<file path="config.mk">
export PLATFORM = sky130hd
export DESIGN_NAME = adc32_pipe_flat
export DESIGN_NICKNAME = d
export VERILOG_FILES = /design/src/rtl/adc32_pipe_if.sv /design/src/rtl/adc32_pipe.sv /design/src/flat_wrapper.sv
export SDC_FILE = /design/constraint.sdc
export NUM_CORES = 1
export LEC_CHECK = 0
export BUFFER_PORTS_ARGS = -buffer_cell sky130_fd_sc_hd__buf_2
export CORE_MARGIN = 2
export CORE_UTILIZATION = 30
export DETAILED_ROUTE_END_ITERATION = 10
export PLACE_DENSITY = 0.51
export SYNTH_ARGS = -nofsm -noshare
export SYNTH_HDL_FRONTEND = slang
export SYNTH_SLANG_ARGS = --single-unit
</file>
<file path="constraint.sdc">
create_clock -name clk -period 3.6 [get_ports clk]
set_input_delay 0.18 -clock clk [delete_from_list [all_inputs] [get_ports clk]]
set_output_delay 0.18 -clock clk [all_outputs]
set_load 0.03 [all_outputs]
</file>
<file path="src/rtl/adc32_pipe_if.sv">
// Operand/result bundle for the two-stage adder: operands in, flagged result out.
// Latency: none (wires only).
// Backpressure: carries in_ready and out_ready between producer, adder and consumer.
interface adc32_pipe_if #(
   parameter int WIDTH = 32
);
   logic             in_valid;
   logic             in_ready;
   logic [WIDTH-1:0] a;
   logic [WIDTH-1:0] b;
   logic             sub;
   logic             out_valid;
   logic             out_ready;
   logic [WIDTH-1:0] s;
   logic             co;
   logic             ovf;
   logic             zero;

   // Producer/consumer side: drives operands and result acceptance.
   modport master (
      output in_valid, a, b, sub, out_ready,
      input  in_ready, out_valid, s, co, ovf, zero
   );

   // Adder side: accepts operands, presents results.
   modport slave (
      input  in_valid, a, b, sub, out_ready,
      output in_ready, out_valid, s, co, ovf, zero
   );
endinterface

</file>
<file path="src/rtl/adc32_pipe.sv">
// Two-stage pipelined add/subtract with carry, signed-overflow and zero flags.
// Latency: result registered on the second clk edge after operands are presented; one op per cycle.
// Backpressure: holds result while out_ready=0; accepts one more op into stage 1, then drops in_ready.
module adc32_pipe #(
   parameter int WIDTH = 32,
   parameter int SPLIT = 16   // low bits resolved in stage 1; 1 <= SPLIT < WIDTH
) (
   input logic          clk,
   input logic          rst,
   adc32_pipe_if.slave  bus
);

   localparam int HW = WIDTH - SPLIT;

   // Everything stage 2 needs: finished low half, the carry into the high half,
   // and the high halves of the conditioned operands.
   typedef struct packed {
      logic [SPLIT-1:0] s_lo;
      logic             c_mid;
      logic [HW-1:0]    a_hi;
      logic [HW-1:0]    bb_hi;
   } s1_t;

   logic             s1_valid;
   s1_t              s1_q;
   s1_t              s1_d;
   logic             out_valid_q;
   logic [WIDTH-1:0] s_q;
   logic             co_q;
   logic             ovf_q;
   logic             zero_q;

   logic             s2_free;
   logic             s1_adv;
   logic             in_xfer;

   // Subtraction is A + ~B + 1: invert B here and feed sub in as carry-in.
   logic [WIDTH-1:0] bb;
   logic [SPLIT-1:0] gen;
   logic [SPLIT-1:0] prop;

   assign bb   = bus.sub ? ~bus.b : bus.b;
   assign gen  = bus.a[SPLIT-1:0] & bb[SPLIT-1:0];
   assign prop = bus.a[SPLIT-1:0] ^ bb[SPLIT-1:0];

   // Stage 1 low half: carries from generate/propagate terms, sum bit = P ^ carry-in.
   always_comb begin : lo_half
      logic cy;
      s1_d  = '0;
      cy    = bus.sub;
      for (int i = 0; i < SPLIT; i++) begin
         s1_d.s_lo[i] = prop[i] ^ cy;
         cy           = gen[i] | (prop[i] & cy);
      end
      s1_d.c_mid = cy;
      s1_d.a_hi  = bus.a[WIDTH-1:SPLIT];
      s1_d.bb_hi = bb[WIDTH-1:SPLIT];
   end

   // Stage 2 high half, resolved from the registered group carry.
   logic [HW:0]      hi_sum;
   logic [WIDTH-1:0] s_d;
   logic             ovf_d;

   assign hi_sum = {1'b0, s1_q.a_hi} + {1'b0, s1_q.bb_hi} + {{HW{1'b0}}, s1_q.c_mid};
   assign s_d    = {hi_sum[HW-1:0], s1_q.s_lo};
   // Signed overflow: operands agree in sign but the result does not.
   assign ovf_d  = (s1_q.a_hi[HW-1] == s1_q.bb_hi[HW-1]) & (hi_sum[HW-1] != s1_q.a_hi[HW-1]);

   // Stall chain: stage 2 frees when empty or being drained; stage 1 accepts when
   // empty or moving forward. out_ready -> in_ready is the only combinational path.
   assign s2_free = !out_valid_q | bus.out_ready;
   assign s1_adv  = s1_valid & s2_free;
   assign in_xfer = bus.in_valid & bus.in_ready;

   assign bus.in_ready  = !s1_valid | s2_free;
   assign bus.out_valid = out_valid_q;
   assign bus.s         = s_q;
   assign bus.co        = co_q;
   assign bus.ovf       = ovf_q;
   assign bus.zero      = zero_q;

   // Stage 1 occupancy: filled by an accepted op, emptied when it moves on.
   always_ff @(posedge clk or posedge rst) begin
      if (rst) begin
         s1_valid <= 1'b0;
      end else if (in_xfer) begin
         s1_valid <= 1'b1;
      end else if (s1_adv) begin
         s1_valid <= 1'b0;
      end
   end

   // Stage 1 data: loaded only on an accepted op, otherwise left alone.
   always_ff @(posedge clk or posedge rst) begin
      if (rst) begin
         s1_q <= '0;
      end else if (in_xfer) begin
         s1_q <= s1_d;
      end
   end

   // Stage 2 result: load on advance, hold while stalled, bubble when drained with nothing behind.
   always_ff @(posedge clk or posedge rst) begin
      if (rst) begin
         out_valid_q <= 1'b0;
         s_q         <= '0;
         co_q        <= 1'b0;
         ovf_q       <= 1'b0;
         zero_q      <= 1'b0;
      end else if (s1_adv) begin
         out_valid_q <= 1'b1;
         s_q         <= s_d;
         co_q        <= hi_sum[HW];
         ovf_q       <= ovf_d;
         zero_q      <= (s_d == '0);
      end else if (bus.out_ready) begin
         out_valid_q <= 1'b0;
      end
   end

endmodule

</file>
<file path="src/flat_wrapper.sv">
// flat-port wrapper written by rule: the top's interface ports become plain ports
module adc32_pipe_flat 
#(
   parameter int WIDTH = 32,
   parameter int SPLIT = 16                                                      
)
  (clk, rst, bus_in_valid, bus_a, bus_b, bus_sub, bus_out_ready, bus_in_ready, bus_out_valid, bus_s, bus_co, bus_ovf, bus_zero);
  adc32_pipe_if #(.WIDTH(WIDTH)) bus_i ();
  input logic clk;
  input logic rst;
  input wire logic [$bits(bus_i.in_valid)-1:0] bus_in_valid;
  input wire logic [$bits(bus_i.a)-1:0] bus_a;
  input wire logic [$bits(bus_i.b)-1:0] bus_b;
  input wire logic [$bits(bus_i.sub)-1:0] bus_sub;
  input wire logic [$bits(bus_i.out_ready)-1:0] bus_out_ready;
  output wire logic [$bits(bus_i.in_ready)-1:0] bus_in_ready;
  output wire logic [$bits(bus_i.out_valid)-1:0] bus_out_valid;
  output wire logic [$bits(bus_i.s)-1:0] bus_s;
  output wire logic [$bits(bus_i.co)-1:0] bus_co;
  output wire logic [$bits(bus_i.ovf)-1:0] bus_ovf;
  output wire logic [$bits(bus_i.zero)-1:0] bus_zero;
  assign bus_i.in_valid = bus_in_valid;
  assign bus_i.a = bus_a;
  assign bus_i.b = bus_b;
  assign bus_i.sub = bus_sub;
  assign bus_i.out_ready = bus_out_ready;
  assign bus_in_ready = bus_i.in_ready;
  assign bus_out_valid = bus_i.out_valid;
  assign bus_s = bus_i.s;
  assign bus_co = bus_i.co;
  assign bus_ovf = bus_i.ovf;
  assign bus_zero = bus_i.zero;
  adc32_pipe #(.WIDTH(WIDTH), .SPLIT(SPLIT)) u_core (.clk(clk), .rst(rst), .bus(bus_i));
endmodule
</file>
==> run summary <==
===============================================================================================
Warnings, synthesis                                                                           0
CTS Root Cell                                                                      sky130_fd_sc_hd__clkbuf_16
Top cell by count, worst path                                                      sky130_fd_sc_hd__fa_2
Number of slew-limit violations in the final report                                           0
Net count of the mapped netlist                                                             514
Detailed-route via count                                                                   3233
Final core occ                                                                           0.3881
1st-iter DRT viols                                                                           80
Post-placement cell area                                                              5339 um^2
Slew HR                                                                                  0.3152
Power density over the cells                                                       688.5 nW/um^2
Total clock buffers created by CTS                                                            9
Transition at the pin with the smallest max-transition slack                            1027 ps
Post-layout net count                                                                       618
Share of final-layout standard cells stronger than drive strength 1                      0.3589
Placer congestion estimate                                                               0.7488
Worst setup path class                                                             input pin to flip-flop
Longest individual stage delay on the worst path                                         400 ps
Mapped Avg Cell Area                                                                 11.01 um^2
Total Routing Usage GR                                                                   0.1336
Largest net degree at the start of global routing                                            60
Port Buffer Count                                                                           105
Die area                                                                             16160 um^2
Worst path arrival time                                                                 6000 ps
Failing checks                                                                     negative setup slack
Run status                                                                         complete, but fails checks
Hold_buf cts                                                                                  0
Detailed-route wire length                                                             10300 um
Met1 global-route usage                                                                  0.1724
Initial antenna violation count                                                               2
Series of cell instances along the critical path                                   buf_12, xnor2_4, fa_2, fa_2, fa_2, fa_2, fa_2, fa_2, fa_2, fa_2, fa_2, fa_2, fa_2, fa_2, fa_2, fa_2, inv_2, fa_1, mux2_2
Number of detailed-routing iterations run before antenna repair                               4
Gate family responsible for the most delay along the worst path                     adder cells
Fin crit share                                                                            1.604
Placeable Area                                                                       14640 um^2
Met2 global-route usage                                                                  0.2182
Cell area after synthesis                                                             4547 um^2
Detailed-route DRC error count                                                                0
Fraction of the yosys area taken by sequential cells                                     0.4733
Number of enable-type register cells in the synthesized netlist                               0
Sum of net half-perimeters after detailed placement                                     8067 um
First-pass GRT wire length                                                             16850 um
Leakage                                                                                2.599 nW
Starting density of the core                                                             0.3105
Vias in the first global route                                                             3446
Gate Count Post-Synth                                                                       413
Worst path required time                                                                3820 ps
Setup Slack @ Placement                                                                -2656 ps
Met3 routing resource usage after global routing                                        0.02136
Die Height                                                                             127.1 um
Largest clock skew in the final design                                                 5.543 ps
Synthesis-stage register bit count                                                           86
Clock tree from TritonCTS                                                                  done
Busiest grt layer                                                                          met2
Clock latency on the worst-skew pair                                                     340 ps
Main synth FF type                                                                 sky130_fd_sc_hd__dfrtp_1
Beginning of the worst register-to-register path                                   u_core.s1_q[32]$_DFFE_PP0P_
IO Pins                                                                                     106
Share of async-settable or async-resettable flops after synthesis                         1.000
Routed vias/inst                                                                          4.573
Setup-failing EPs final                                                                       7
Peak supply drop                                                                    0.0002361 V
Commonest non-fill, non-tap cell in the layout                                     sky130_fd_sc_hd__buf_2
Largest driver fanout on the critical path                                                    4
Beginning of the critical path                                                          bus_sub
Fill count                                                                                 1451
Number of buffers and inverters on the critical path                                          2
H-tree Lvls                                                                                   3
Shortest clock period the worst path allows after layout                                5776 ps
Number of endpoints with negative hold slack in the final report                              0
Worst Hold Class                                                                   input pin to async pin
Clock Sink Count                                                                             86
Area growth syn-to-layout                                                                24.99%
Sort of element at the end of the critical path                                       flip-flop
Yosys cell types                                                                             41
ANT nets after route                                                                          0
Die X                                                                                  127.1 um
RSZ-0062 raised after global routing                                                        yes
Max Fclk                                                                              173.1 MHz
Grt ovf                                                                                       0
Number of max-capacitance violations reported                                                 0
Per-cell routed wire length                                                            14.56 um
CTS Buffer Depth                                                                              2
Leading cell types in the layout, fill and taps excluded                           104 x sky130_fd_sc_hd__buf_2, 86 x sky130_fd_sc_hd__dfrtp_1, 51 x sky130_fd_sc_hd__nand2_1
Row count                                                                                    44
Clock input transition at the sequential cells of the worst setup and hold paths          60 ps
Post-CTS setup repair buffer count                                                            0
Library cell contributing the largest single delay on the critical path            sky130_fd_sc_hd__fa_1
Final standard cell area without fillers                                              5683 um^2
Startpoint types                                                                      input pin
Final worst setup slack                                                                -2176 ps
===============================================================================================
==> report_power, final <==
group / internal (mW) / leakage (nW) / switching [mW]
registers: 1.24 / 1.04 / 0.160
logic: 0.562 / 1.41 / 0.927
clock network: 0.642 / 0.155 / 0.377
==> worst paths after layout <==
path / to / slack, ps / cells past startpoint
min in group clk: u_core.s1_valid$_DFFE_PP0P_ / 70 / 2
hold reg to reg: u_core.bus.s[28]$_DFFE_PP0P_ / 470 / 2
max in group asynchronous: u_core.s1_q[5]$_DFFE_PP0P_ / 2620 / 3
setup reg to reg: u_core.bus.zero$_DFFE_PP0P_ / 690 / 12
setup / recovery: u_core.s1_q[48]$_DFFE_PP0P_ / -2180 / 19
hold / removal: u_core.bus.s[31]$_DFFE_PP0P_ / 40 / 2
==> logic make-up after synthesis <==
family,Yosys count,share of synthesized area
compound gates,80,0.1029
xor+xnor,46,0.08861
fa+ha+maj,32,0.1161
buf+inv,41,0.03412
flops,86,0.4733
mux,38,0.09384
simple gates,90,0.09109
==> cell usage after synthesis, types with 2 or more instances <==
cell | count | area [um^2]
sky130_fd_sc_hd__mux2_2 | 37 | 416.7
sky130_fd_sc_hd__nand2_1 | 53 | 198.9
sky130_fd_sc_hd__xor2_1 | 8 | 70.07
sky130_fd_sc_hd__a21oi_1 | 13 | 65.06
sky130_fd_sc_hd__nand2b_1 | 9 | 56.30
sky130_fd_sc_hd__nor3_1 | 2 | 10.01
sky130_fd_sc_hd__ha_1 | 15 | 187.7
sky130_fd_sc_hd__clkbuf_1 | 14 | 52.55
sky130_fd_sc_hd__nor4_1 | 3 | 18.77
sky130_fd_sc_hd__o21ai_1 | 3 | 15.01
sky130_fd_sc_hd__buf_1 | 3 | 11.26
sky130_fd_sc_hd__nand3_1 | 2 | 10.01
sky130_fd_sc_hd__inv_1 | 23 | 86.33
sky130_fd_sc_hd__o21ai_0 | 50 | 250.2
sky130_fd_sc_hd__fa_1 | 17 | 340.3
sky130_fd_sc_hd__xnor2_1 | 38 | 332.8
sky130_fd_sc_hd__o21a_1 | 2 | 15.01
sky130_fd_sc_hd__dfrtp_1 | 86 | 2152
sky130_fd_sc_hd__nand4_1 | 4 | 25.02
sky130_fd_sc_hd__nor2_1 | 10 | 37.54
==> layer usage <==
| metal | wire length (um) | share of wire | up-vias |
|---|---|---|---|
| met5 | 0 | 0 | - |
| met4 | 249 | 0.024 | 0 |
| met3 | 313 | 0.030 | 14 |
| met2 | 4981 | 0.48 | 58 |
| met1 | 4751 | 0.46 | 1556 |
| li1 | - | - | 1605 |
==> per-stage QoR <==
stage                     setup TNS, ps  hold WS [ps]  std cells  power [mW]
final                             -9023         44.83        707       3.913
after global routing              -9828         62.76        707       4.170
after CTS                         -9160         54.88        705       3.975
after detailed placement         -12900         410.7        690       2.939
after global placement           -12490         400.9        690       2.906
after floorplan                  -12320         288.4        413       2.467
==> flip-flops by register name (all words and copies together) (netlist names) <==
register,flops
u_core.s1_q,49
u_core.bus.ovf,1
u_core.bus.zero,1
u_core.s1_valid,1
u_core.bus.s,32
u_core.bus.co,1
u_core.bus.out_valid,1
==> cell type report <==
class                   count  area (um^2)  area share
well taps                 184        230.2     0.04051
inverters                  23        87.58     0.01541
diodes                      2        5.005   0.0008807
repair buffers            111        585.6      0.1030
clock buffers              12        256.5     0.04513
multi-input cells         286         2298      0.4044
flip-flops and latches     86         2152      0.3787
clock inverters             3        67.56     0.01189
==> repair_timing <==
action / in CTS / in global routing
gates resized for setup: 4 / 0
pin swaps: 0 / 0
endpoints found under the setup margin: 8 / 8
Note: power is estimated with default switching activity, not from simulation.
